--- src/rtl/pa_noc.sv ---
// pa_noc: packet layout shared between the network interface and the router.
package pa_noc;
    localparam int PACKET_WIDTH = 75;
    localparam int COORD_W      = 2;
    localparam int ADDR_W       = 32;
    localparam int DATA_W       = 32;
    localparam int DST_COL_LSB  = 0;
    localparam int DST_ROW_LSB  = 2;
    localparam int SRC_COL_LSB  = 4;
    localparam int SRC_ROW_LSB  = 6;
    localparam int IS_RESP_BIT  = 8;
    localparam int WRITE_BIT    = 9;
    localparam int SLVERR_BIT   = 10;
    localparam int ADDR_LSB     = 11;
    localparam int DATA_LSB     = 43;

    typedef struct packed {
        logic [DATA_W-1:0]  data;
        logic [ADDR_W-1:0]  addr;
        logic               slverr;
        logic               write;
        logic               is_response;
        logic [COORD_W-1:0] src_row;
        logic [COORD_W-1:0] src_col;
        logic [COORD_W-1:0] dst_row;
        logic [COORD_W-1:0] dst_col;
    } packet_t;
endpackage

--- src/rtl/network_interface.sv ---
// network_interface: APB completer that turns each transfer into a request packet
// toward the mesh and completes it on the matching response or a timeout.
module network_interface
    import pa_noc::*;
#(
    parameter int GRID_WIDTH     = 4,
    parameter int NI_ROW         = 0,
    parameter int NI_COL         = 0,
    parameter int TIMEOUT_CYCLES = 256
) (
    input  logic                    i_clk,
    input  logic                    i_arst_n,
    input  logic                    i_psel,
    input  logic                    i_penable,
    input  logic                    i_pwrite,
    input  logic [31:0]             i_paddr,
    input  logic [31:0]             i_pwdata,
    output logic [31:0]             o_prdata,
    output logic                    o_pready,
    output logic                    o_pslverr,
    output logic [PACKET_WIDTH-1:0] o_pkt,
    output logic                    o_pktValid,
    input  logic                    i_pktReady,
    input  logic [PACKET_WIDTH-1:0] i_pkt,
    input  logic                    i_pktValid,
    output logic                    o_pktReady
);
    localparam int CW = $clog2(GRID_WIDTH);
    localparam int TW = $clog2(TIMEOUT_CYCLES + 1);
    localparam logic [1:0] IDLE = 2'd0;
    localparam logic [1:0] SEND = 2'd1;
    localparam logic [1:0] WAIT = 2'd2;
    localparam logic [1:0] DONE = 2'd3;

    logic [1:0]    state;
    logic [31:0]   addr;
    logic [31:0]   wdata;
    logic          write;
    logic [CW-1:0] dst_row;
    logic [CW-1:0] dst_col;
    logic [TW-1:0] cnt;
    logic [31:0]   prdata;
    logic          slverr;
    packet_t       rsp;
    packet_t       req;
    logic          match;
    logic          is_local;
    logic          unused_rsp;

    assign rsp        = packet_t'(i_pkt);
    assign unused_rsp = ^{rsp.dst_row, rsp.dst_col, rsp.write, rsp.addr};
    // Only responses coming back from the node we addressed may complete the transfer.
    assign match      = i_pktValid && rsp.is_response &&
                        rsp.src_row == COORD_W'(dst_row) && rsp.src_col == COORD_W'(dst_col);
    assign is_local   = i_paddr[31 -: CW] == CW'(NI_ROW) && i_paddr[29 -: CW] == CW'(NI_COL);
    assign req        = '{data: wdata, addr: addr, slverr: 1'b0, write: write, is_response: 1'b0,
                          src_row: COORD_W'(NI_ROW), src_col: COORD_W'(NI_COL),
                          dst_row: COORD_W'(dst_row), dst_col: COORD_W'(dst_col)};

    assign o_pktValid = state == SEND;
    assign o_pkt      = o_pktValid ? req : '0;
    assign o_pktReady = 1'b1;
    assign o_pready   = state == DONE;
    assign o_prdata   = o_pready ? prdata : '0;
    assign o_pslverr  = o_pready & slverr;

    always_ff @(posedge i_clk or negedge i_arst_n) begin
        if (!i_arst_n) begin
            state   <= IDLE;
            addr    <= '0;
            wdata   <= '0;
            write   <= 1'b0;
            dst_row <= '0;
            dst_col <= '0;
            cnt     <= '0;
            prdata  <= '0;
            slverr  <= 1'b0;
        end else begin
            case (state)
                IDLE: if (i_psel && !i_penable) begin
                    addr    <= i_paddr;
                    write   <= i_pwrite;
                    wdata   <= i_pwrite ? i_pwdata : '0;
                    dst_row <= i_paddr[31 -: CW];
                    dst_col <= i_paddr[29 -: CW];
                    prdata  <= '0;
                    slverr  <= is_local;
                    state   <= is_local ? DONE : SEND;
                end
                SEND: if (i_pktReady) begin
                    cnt   <= '0;
                    state <= WAIT;
                end
                WAIT: if (match) begin
                    prdata <= write ? '0 : rsp.data;
                    slverr <= rsp.slverr;
                    state  <= DONE;
                end else if (cnt == TW'(TIMEOUT_CYCLES - 1)) begin
                    prdata <= '0;
                    slverr <= 1'b1;
                    state  <= DONE;
                end else begin
                    cnt <= cnt + 1'b1;
                end
                default: begin
                    prdata <= '0;
                    slverr <= 1'b0;
                    state  <= IDLE;
                end
            endcase
        end
    end
endmodule
--- config.mk ---
export PLATFORM = sky130hd
export DESIGN_NAME = network_interface
export DESIGN_NICKNAME = d
export VERILOG_FILES = /design/src/rtl/pa_noc.sv /design/src/rtl/network_interface.sv
export SDC_FILE = /design/constraint.sdc
export NUM_CORES = 1
export LEC_CHECK = 0
export BUFFER_PORTS_ARGS = -buffer_cell sky130_fd_sc_hd__buf_2
export CORE_MARGIN = 2
export CORE_UTILIZATION = 50
export DETAILED_ROUTE_END_ITERATION = 8
export GPL_TIMING_DRIVEN = 0
export PLACE_DENSITY = 0.88
export SLEW_MARGIN = 20
export SYNTH_ARGS = -nofsm -noshare
export SYNTH_HDL_FRONTEND = slang
export SYNTH_SLANG_ARGS = --single-unit
--- constraint.sdc ---
create_clock -name i_clk -period 5.2 [get_ports i_clk]
set_input_delay 0.26 -clock i_clk [delete_from_list [all_inputs] [get_ports i_clk]]
set_output_delay 0.26 -clock i_clk [all_outputs]
set_load 0.005 [all_outputs]
## After elaboration in Yosys (flattened, before gate mapping)

Cells that the tools add are included.

- Input port bits: 146
- Register bits after elaboration: 113

- Muxes and demuxes: 22
- Equality and inequality tests: 11
- Bitwise gates (word level): 2
- Reduce and logical (&&, ||, !) cells: 14
- Add/subtract/negate cells: 1

Operators by type and width:

| kind | number |
|---|---|
| 32-bit 2-to-1 mux | 6 |
| 32-bit one-hot mux with 3 select lines | 1 |
| 75-bit 2-to-1 mux | 1 |
| 9-bit 2-to-1 mux | 3 |
| 9-bit one-hot mux with 2 select lines | 1 |
| 2-bit 2-to-1 mux | 5 |
| 9-bit by 1-bit adder with 9-bit output (second input constant) | 1 |
| 9-bit by 8-bit == test with 1-bit output (second input constant) | 1 |
| 2-bit zero test | 3 |
| 2-bit != test (second input constant) | 3 |
| 2-bit one-hot mux with 3 select lines | 1 |
| 3-bit AND reduction | 2 |
| 1-bit logical AND | 5 |
| 2-bit == test | 2 |
| 2-bit == test (second input constant) | 2 |
| 4-bit AND reduction | 1 |
| 1-bit 2-to-1 mux | 3 |
| 3-bit != test (second input constant) | 1 |
| 1-bit one-hot mux with 3 select lines | 1 |
| 2-bit by 1-bit == test with 1-bit output (second input constant) | 1 |
| 2-bit by 1-bit != test with 1-bit output (second input constant) | 1 |
| 2-bit AND reduction | 1 |
| 2-bit nonzero test | 1 |
| 1-bit AND | 1 |
| other kinds (2) | 2 |

## Longest topological paths before layout

- Word-level depth: 5
- Gate-level depth with buffers: 9

## Least setup slack after synthesis

OpenSTA, ideal clock, no wires.

- Path kind: register to register
- From: register cnt[0]
- To: register cnt[6]
- Path slack: 3,162 ps
- Path buffers: 1
- Data arrival time: 1,912 ps
- Cell stages (with the launch flop): 9
- Clock period less this slack: 2,038 ps
- Cell sequence: dfrtp_1 > ha_1 > nand3_1 > nor3_1 > ha_1 > a21o_1 > buf_6 > o311a_1 > a221o_1

- Word-level cells in the longest chain between the ends: 4

Ends and longest elaborated chain:

| element | RTL line | text |
|---|---|---|
| start: declaration | network_interface.sv:41 | `logic [TW-1:0] cnt;` |
| start signal: assignment | network_interface.sv:103 | `cnt <= cnt + 1'b1;` |
| 9-bit by 1-bit adder with 9-bit output | network_interface.sv:103 |  |
| 9-bit 2-to-1 mux | network_interface.sv:98 | `end else if (cnt == TW'(TIMEOUT_CYCLES - 1)) begin` |
| 9-bit 2-to-1 mux | network_interface.sv:94 | `WAIT: if (match) begin` |
| 9-bit one-hot mux with 2 select lines | network_interface.sv:79 | `case (state)` |

Parallel ways exist; a longest one is shown, timed or not. The select of a mux whose other input is x is not followed.
A chain may end at the register's enable or synchronous reset.

## Worst setup path after layout

- From: register state[1]
- To: output o_pkt[46]

- Word-level cells in the longest chain between the ends: 2

Ends and longest elaborated chain:

| element | RTL line | text |
|---|---|---|
| start: declaration | network_interface.sv:35 | `logic [1:0] state;` |
| start signal: assignment | network_interface.sv:88 | `state <= is_local ? DONE : SEND;` |
| 2-bit by 1-bit == test with 1-bit output | network_interface.sv:60 | `assign o_pktValid = state == SEND;` |
| 75-bit 2-to-1 mux | network_interface.sv:61 | `assign o_pkt = o_pktValid ? req : '0;` |
| end: declaration | network_interface.sv:21 | `output logic [PACKET_WIDTH-1:0] o_pkt,` |

No other way between the ends.

==> results.md <==
* Status: finished, final reports clean
* Residual DRC at 0
* # rows at 37
* Iter 0 DRT Violations at 270
* Clock buffer depth at 2
* Crit path max-delay cell type: clkbuf_1
* Cell taking the most area after synthesis: dfrtp_1
* DR pass1 iterations at 6
* Via density at 5.17
* Share of cells above drive strength 1 at approximately 40%
* RePlAce Congestion at 0.877
* Yosys warnings at 0
* Cell count after synthesis at 496
* Mean Syn Cell Area at 10.6 um2
* Diodes inserted at 0
* Cell Pwr Density at 426 nW/um2
* Grt met1 use at 28.9%
* Peak VDD IR at ~0.00022 V
* Fmax at 396 MHz
* Endpoint class of the critical path: output pin
* DIE AREA at 11300 um2
* Setup tns final at 0 ps
* M2 GR Usage at 41.3%
* Ys async rst share at 100%
* Worst Path Arrival at 2270 ps
* Starting density of the core at 51.0%
* GR Overflow Total at 0
* Total wire length at ~13000 um
* Slew Limit Headroom at just over 60%
* Worst reg2reg path endpoint: state[1]$_DFFE_PN0P_
* Synth Flop Type: dfrtp_1
* Buf+Inv Stages, Crit Path at 4
* Largest net degree at the start of global routing at 76
* Vias in the first global route at around 4.6k
* RSZ-0062 raised after global routing: false
* Period utilisation layout at 48.6%
* Synth area leaders: dfrtp_1 (52%), and2_1 (12%), mux2_2 (7.3%), nand2_1 (5.7%), a22o_1 (5.3%)
* Crit path cell chain: inv_1, ha_1, clkbuf_1, clkbuf_1, and2_1, buf_2
* Hold WS at 109 ps
* Family with the most delay on the worst path: buffers and inverters
* Hpwl dp at 10400 um
* Hold path cells at 2
* Crit path launch type: flip-flop
* Setup crit start: state[1]$_DFFE_PN0P_
* Worst min path class: in2reg
* Worst-Margin Slew at 586 ps
* Max incr delay on CP at 440 ps
* Post-DRT Antenna Nets at 0
* CTS resizes at 0
* GR Util met3 at 4.78%
* Count of cell types in the netlist at 39
* Via Count at 4476
* Post-synth design cell area at 5250 um2
* Total power at 2.86 mW
* Port-buffer cells at 211
* CORE AREA at 10300 um2
* Total CTS buffers at 9
* Place WS at 2900 ps
* Tmin final at 2530 ps
* Antenna violations before repair at 0
* Share of the synthesized area in the top cell type at 52.0%
* Synthesis-to-layout area growth at 27.9%
* Die H at 106 um
* Nets at 877
* Max-Cap Viols at 0
* Most Crowded Layer GR: met2
* Clock Pin Slew Worst Setup and Hold Paths at 100 ps
* Number of synthesized register bits at 109
* I/O Pins at 257
* Global-route wire length before repair at 21300 um
* Setup slack after layout at ~2700 ps
* Crit Path Category: reg2out
* CTS Root Buffer Type: clkbuf_8
* CP dominant cell by count: clkbuf_1
* WL/cell at 15.6 um
* CTS sink count at roughly 110
* Final setup viols at 0
* Fin area at 6710 um2
* Later-pin clock latency in the skew report at ~360 ps
* GRT Resource Usage Total at 23.7%
* Reg-to-Reg Start: cnt[0]$_DFFE_PN0P_
* CP required at 4940 ps
* Static Leak at 3.55 nW
* DP Area at 6530 um2
* Count of final max-slew check failures at 0
* CTS tree: done
* R2R depth at 7
* Seq/Total Area, Yosys at 52.0%
* Worst hold start: i_pkt[54]
* R2R Setup Slk at 2890 ps
* Post-synth EDFFs at 0
* Crit Path Max Fanout at 10
* Hold Path End: prdata[11]$_DFFE_PN0P_
* Final hold violation count at 0
* CTS HTree Levels at 3
* Die W at roughly 110 um
* Layout Skew at 9.69 ps
==> cell type report <==
cell class | instances | area, um2
Timing Repair Buffer | 213 | 1100
Sequential cell | 109 | 2730
Inverter | 7 | 26.3
Buffer | 44 | 248
Tap cell | 136 | 170
Clock inverter | 5 | 33.8
Multi-Input combinational cell | 341 | 2260
Fill cell | 864 | 3570
Clock buffer | 11 | 141
==> routing by layer <==
metal	part of all wire [%]	vias to the layer above	routed length, um
li1	-	2115	-
met1	41	2174	5540
met2	50	158	6770
met3	6.0	29	811
met4	2.6	0	348
met5	0	-	0
==> cell usage after synthesis (all sizes together), types with 6 or more instances <==
cell,instances
o21ai,36
clkbuf,26
a22o,32
mux2,34
ha,6
and2,98
buf,18
nand2,79
inv,7
nand3,6
nor3,6
dfrtp,109
==> report_power, final <==
part | internal, mW | leakage [nW] | switching [mW]
Sequential | 1.11 | 1.42 | 0.142
Combinational | 0.520 | 2.05 | 0.611
Clock | 0.188 | 0.0857 | 0.287
==> sequential cells by signal, indices dropped and copies added, names as in the netlist <==
name and count:
state 2, slverr 1, write 1, addr 32, cnt 9, prdata 32
wdata 32
==> worst max-delay path by stage <==
stage / to / slack (ps) / cells after the start
after floorplan: cnt[6]$_DFFE_PN0P_ / 3160 / 8
after global placement: prdata[10]$_DFFE_PN0P_ / 2720 / 1
after detailed placement: state[1]$_DFFE_PN0P_ / 2900 / 7
after CTS: o_pkt[46] / 2630 / 6
after global routing: o_pkt[56] / 2460 / 6
final: o_pkt[46] / 2670 / 6
==> per-stage QoR <==
step	std cells	utilization (%)
floorplan	501	-
global placement	848	63.2
detailed placement	849	63.5
CTS	866	65.3
global route	866	65.3
finish	866	65.3
==> placed cells by master (no fill, tap or decap), types with 2 or more instances in the layout <==
master      Yosys  layout
xnor2_1         3       3
xor2_1          3       3
ha_1            6       6
buf_6           4       5
clkbuf_1       26      27
buf_4          14      14
clkinvlp_4      0       2
o21ai_0        33      33
a21oi_1         4       4
nand2_1        79      79
o211ai_1        3       3
buf_2           0     210
mux2_2         34      34
o21ai_1         2       2
and2_1         98      98
nand3_1         5       5
conb_1          2       7
a221o_1         2       2
clkbuf_8        0      10
nor4_1          2       2
inv_1           7       7
nand2b_1        3       3
a2111oi_2       2       2
a22o_1         32      32
dfrtp_1       109     109
nor3_1          5       5
clkinv_2        0       2
o311ai_0        3       3
==> logic make-up after synthesis <==
family	share of synthesized area [%]
DFF	52.0
buffers and inverters	5.22
muxes	7.30
adders and majority gates	1.43
other	0.143
xor gates and xnor gates	1.00
and+or+nand+nor	20.7
AOI/OAI and AO/OA	12.2
==> timing repair <==
item,CTS,global route
hold endpoints to repair,34,0
hold buffers,1,0
buffers inserted,0,0
Note: power is estimated with default switching activity, not from simulation.
